--- src/rtl/icache_fetch_buffer.sv ---
// Direct-mapped instruction cache: serves 32-bit fetches in 1 cycle on a hit and
// fills whole lines in word order from the memory controller on a miss.
module icache_fetch_buffer #(
  parameter int INDEX_BITS  = 4,
  parameter int OFFSET_BITS = 4
) (
  input  logic        clk_in,
  input  logic        rst_in,
  input  logic        rdy_in,
  input  logic        clear_in,
  input  logic        fetch_valid,
  input  logic [31:0] fetch_addr,
  output logic        inst_valid,
  output logic [31:0] inst_out,
  output logic        mc_req,
  output logic [31:0] mc_addr,
  input  logic        mc_done,
  input  logic [31:0] mc_data
);
  localparam int TAG_BITS = 32 - INDEX_BITS - OFFSET_BITS;
  localparam int WB       = OFFSET_BITS - 2;
  localparam int WORDS    = 1 << WB;
  localparam int LINES    = 1 << INDEX_BITS;

  typedef enum logic {S_IDLE, S_FILL} state_e;

  state_e                state_q, state_d;
  logic [WB-1:0]         cnt_q, cnt_d;
  logic                  flush_q, flush_d;
  logic [31:2]           req_q, req_d;
  logic                  inst_valid_q, inst_valid_d;
  logic [31:0]           inst_out_q, inst_out_d;
  logic                  mc_req_q, mc_req_d;
  logic [31:0]           mc_addr_q, mc_addr_d;

  logic [LINES-1:0]      valid_q;
  logic [TAG_BITS-1:0]   tag_q  [LINES];
  logic [31:0]           data_q [LINES][WORDS];

  logic [TAG_BITS-1:0]   f_tag, r_tag;
  logic [INDEX_BITS-1:0] f_idx, r_idx;
  logic [WB-1:0]         f_word, r_word;
  logic                  hit, last, fill_we;
  logic                  unused_addr_lsb;

  assign f_tag   = fetch_addr[31:INDEX_BITS+OFFSET_BITS];
  assign f_idx   = fetch_addr[INDEX_BITS+OFFSET_BITS-1:OFFSET_BITS];
  assign f_word  = fetch_addr[OFFSET_BITS-1:2];
  assign r_tag   = req_q[31:INDEX_BITS+OFFSET_BITS];
  assign r_idx   = req_q[INDEX_BITS+OFFSET_BITS-1:OFFSET_BITS];
  assign r_word  = req_q[OFFSET_BITS-1:2];
  assign unused_addr_lsb = ^fetch_addr[1:0];

  assign hit     = valid_q[f_idx] && (tag_q[f_idx] == f_tag);
  assign last    = (cnt_q == {WB{1'b1}});
  assign fill_we = (state_q == S_FILL) && mc_done;

  always_comb begin
    state_d      = state_q;
    cnt_d        = cnt_q;
    flush_d      = flush_q;
    req_d        = req_q;
    inst_valid_d = 1'b0;
    inst_out_d   = inst_out_q;
    mc_req_d     = mc_req_q;
    mc_addr_d    = mc_addr_q;
    case (state_q)
      S_IDLE: begin
        // A response cycle blocks acceptance so the fetcher can move on first.
        if (fetch_valid && !inst_valid_q && !clear_in) begin
          if (hit) begin
            inst_valid_d = 1'b1;
            inst_out_d   = data_q[f_idx][f_word];
          end else begin
            state_d   = S_FILL;
            req_d     = fetch_addr[31:2];
            cnt_d     = '0;
            flush_d   = 1'b0;
            mc_req_d  = 1'b1;
            mc_addr_d = {fetch_addr[31:OFFSET_BITS], {OFFSET_BITS{1'b0}}};
          end
        end
      end
      S_FILL: begin
        if (clear_in) flush_d = 1'b1;
        if (mc_done) begin
          cnt_d     = cnt_q + 1'b1;
          mc_addr_d = {req_q[31:OFFSET_BITS], cnt_d, 2'b00};
          if (last) begin
            state_d   = S_IDLE;
            mc_req_d  = 1'b0;
            mc_addr_d = '0;
            flush_d   = 1'b0;
            // The last word is still in flight to the array, so forward it.
            if (!flush_q && !clear_in) begin
              inst_valid_d = 1'b1;
              inst_out_d   = (r_word == cnt_q) ? mc_data : data_q[r_idx][r_word];
            end
          end
        end
      end
      default: state_d = S_IDLE;
    endcase
    if (clear_in) inst_valid_d = 1'b0;
  end

  always_ff @(posedge clk_in) begin
    if (!rst_in) begin
      state_q      <= S_IDLE;
      cnt_q        <= '0;
      flush_q      <= 1'b0;
      req_q        <= '0;
      inst_valid_q <= 1'b0;
      inst_out_q   <= '0;
      mc_req_q     <= 1'b0;
      mc_addr_q    <= '0;
      valid_q      <= '0;
    end else if (rdy_in) begin
      state_q      <= state_d;
      cnt_q        <= cnt_d;
      flush_q      <= flush_d;
      req_q        <= req_d;
      inst_valid_q <= inst_valid_d;
      inst_out_q   <= inst_out_d;
      mc_req_q     <= mc_req_d;
      mc_addr_q    <= mc_addr_d;
      if (fill_we && last) valid_q[r_idx] <= 1'b1;
    end
  end

  always_ff @(posedge clk_in) begin
    if (rst_in && rdy_in && fill_we) begin
      data_q[r_idx][cnt_q] <= mc_data;
      if (last) tag_q[r_idx] <= r_tag;
    end
  end

  assign inst_valid = inst_valid_q;
  assign inst_out   = inst_out_q;
  assign mc_req     = mc_req_q;
  assign mc_addr    = mc_addr_q;
endmodule

--- config.mk ---
export PLATFORM = sky130hd
export DESIGN_NAME = icache_fetch_buffer
export DESIGN_NICKNAME = d
export VERILOG_FILES = /design/src/rtl/icache_fetch_buffer.sv
export SDC_FILE = /design/constraint.sdc
export NUM_CORES = 2
export LEC_CHECK = 0
export BUFFER_PORTS_ARGS = -buffer_cell sky130_fd_sc_hd__buf_2
export CORE_MARGIN = 3
export CORE_UTILIZATION = 40
export DETAILED_ROUTE_END_ITERATION = 12
export PLACE_DENSITY_LB_ADDON = 0.3
export REMOVE_ABC_BUFFERS = 1
export SKIP_LAST_GASP = 1
export SLEW_MARGIN = 20
export SYNTH_ARGS = -nofsm -noshare
export SYNTH_HDL_FRONTEND = slang
export SYNTH_SLANG_ARGS = --single-unit
--- constraint.sdc ---
create_clock -name clk_in -period 5.9 [get_ports clk_in]
set_input_delay 0.59 -clock clk_in [delete_from_list [all_inputs] [get_ports clk_in]]
set_output_delay 0.59 -clock clk_in [all_outputs]
set_load 0.02 [all_outputs]
==> qor.yml <==
status: "complete, no violations"
finalPower_mw: 39.6
use_met3_pct: 4.59
vias: 62200
drt-total-wl_microns: 350000
use_met1_pct: 33.0
layout_common_cells: "edfxtp_1, mux4_2, clkbuf_16"
crit_arrival_ns: 5.10
nets: 5702
synth_cell_types: 71
power.density_nw_per_um2: 303
final_max_slew_viol_count: 0
cts_htree_levels: 5
cp-start-kind: "register"
use_met2_pct: 37.9
final_common_cell: "edfxtp_1"
wl_per_cell_microns: 36.4
dieArea_sq_um: 294000
clock_latency_ns: 0.89
clock-root-buffer: "clkbuf_16"
clk_path_buf_depth: 4
ant_nets: 0
synthFlopType: "edfxtp_1"
dr.first_iter.drc_count: 8624
grt_pass1_wl_microns: 491000
synth_cells: 5388
cts_buffers: 279
gp_congestion: 0.808
cp_max_fo: 44
die_width_microns: 542
fmax_ghz: 0.230
num_rows: 196
clk_pin_slew_worst_paths_ns: 0.06
drt-pass1-iter-count: 6
core_sq_um: 285000
period_minus_slack_ns: 4.35
clock_sinks: 2548
start_util_pct: 40.3
yosys_warnings: 0
synth_edf_count: 2432
min_path_type: "input port to register"
grt_usage_pct: 23.6
seq_area_frac_synth_pct: 65.5
fill_cells: 23700
via_per_inst: 6.47
fin_cells: 9605
endpoint_kind: "register"
grt_max_degree: 105
netlist_area_sq_um: 115000
tightest_slew_ns: 1.22
finClkSkew_ns: 0.0862
dp_hpwl_microns: 198000
cts_tree: "built"
relSlewSlack_pct: 17.9
syn_to_final_growth_pct: 13.8
port_buffers: 131
ir_drop_mv: 0.199
first_global_vias: 63500
busiest_layer: "met2"
drc: 0
fin_crit_sh_pct: 73.8
overflow: 0
finalSetupViolCount: 0
drive_above_1_share_pct: 39.9
yosys_register_bits: 2548
drv_cap: 0
rsz0062_at_grt: "no"
num_io_pins: 136
antenna_found_initial: 18
crit_type: "register to register"
dp_cells: 9103
synthArstFlopShare_pct: 0
tns_ns: 0
avgSynthCellArea_sq_um: 21.3
cts_setup_buffers: 0
crit_required_ns: 6.65
die_y_microns: 542
hold_viol_final: 0
power_leakage_nw: 39.5
-- worst max-delay path, cell delays in order, from the launching register on --
cell	delay, ns
edfxtp_1	0.36
mux4_2	0.47
mux4_2	0.49
xnor2_1	0.32
nand4_1	0.31
or3_1	0.45
or4b_4	0.82
nor2b_4	0.35
buf_12	0.32
o31ai_2	0.26
-- registers in the layout (all words and copies together) (netlist names), named ones only --
register	flops
req_q	30
mc_req	1
mc_addr	30
data_q	2048
tag_q	384
state_q	1
inst_out	32
flush_q	1
valid_q	16
inst_valid	1
-- routing by layer --
metal / up-vias / share of wire, %
met5: - / 0.0031
met4: 2 / 3.2
met3: 599 / 9.5
met2: 3431 / 48
met1: 34000 / 39
li1: 24200 / -
-- cell type report --
cell class | instances | area [sq um] | area share (%)
Clock inverter | 149 | 1530 | 1.17
Inverter | 9 | 41.3 | 0.0316
Tap cell | 3762 | 4710 | 3.60
Antenna cell | 1 | 2.50 | 0.00191
Clock buffer | 346 | 7480 | 5.72
Sequential cell | 2548 | 75400 | 57.6
Multi-Input combinational cell | 2395 | 38200 | 29.2
Timing Repair Buffer | 395 | 3450 | 2.64
-- Yosys cell counts, drive strengths merged, types with 9 or more instances --
cell type,number,area (sq um)
a211oi,10,75.1
nor2b,42,263
o22ai,36,225
mux2,90,1010
nor3,30,155
a21boi,34,255
buf,168,896
nand3,14,70.1
o2bb2ai,23,201
nand2,185,694
nor2,94,353
xnor2,12,105
a221oi,32,280
mux2i,156,1560
mux4,1333,30000
dfxtp,116,2320
o221ai,29,254
o31ai,30,365
edfxtp,2432,73000
a21oi,12,60.1
o211ai,36,270
o21ai,18,90.1
a22oi,32,240
nand4,31,194
a21o,18,135
inv,9,33.8
clkbuf,269,1010
nand2b,10,62.6
-- cells by family (layout without fill, tap and decap cells) --
kind of cell    after synthesis  in the layout  share of synthesized area [%]
flops                      2548           2548                           65.5
mux                        1579           1579                           28.4
buf+inv                     446            899                           1.69
simple gates                436            436                           1.75
compound gates              355            355                           2.47
xor+xnor                     19             19                          0.145
fa+ha+maj                     4              4                         0.0435
other cells                   1              3                        0.00326
-- power breakdown --
group	switching (mW)	internal, mW
combinational	1.29	1.02
clock	7.29	10.2
sequential	0.0618	19.8
total	8.64	31.0
-- per-stage QoR --
step | area [sq um] | hold slack (ns) | utilization, % | worst slack [ns]
finish | 131000 | 0.0621 | 45.8 | 1.55
global route | 131000 | 0.0343 | 45.8 | 1.43
CTS | 131000 | 0.000612 | 45.8 | 1.58
detailed placement | 122000 | 0.437 | 42.6 | 0.813
global placement | 122000 | 0.428 | 42.6 | 0.778
floorplan | 113000 | 0.421 | - | -17.42
-- final timing paths --
check                                        startpoint                      end  slack, ns  cells past startpoint
worst min-delay path                     fetch_addr[15]   req_q[15]$_SDFFE_PN0P_       0.06                      3
worst min register to register  valid_q[0]$_SDFFE_PN0P_  valid_q[0]$_SDFFE_PN0P_       0.45                      1
worst max-delay path             tag_q[6][22]$_DFFE_PP_  mc_addr[9]$_SDFFE_PN0P_       1.55                      9
worst max register to register   tag_q[6][22]$_DFFE_PP_  mc_addr[9]$_SDFFE_PN0P_       1.55                      9
-- repair_timing --
action                                 CTS  global route
hold buffers                             6             0
endpoints found under the hold margin    6             0
resized for setup                        0             0
No activity file was read; power rests on OpenSTA's default activity.
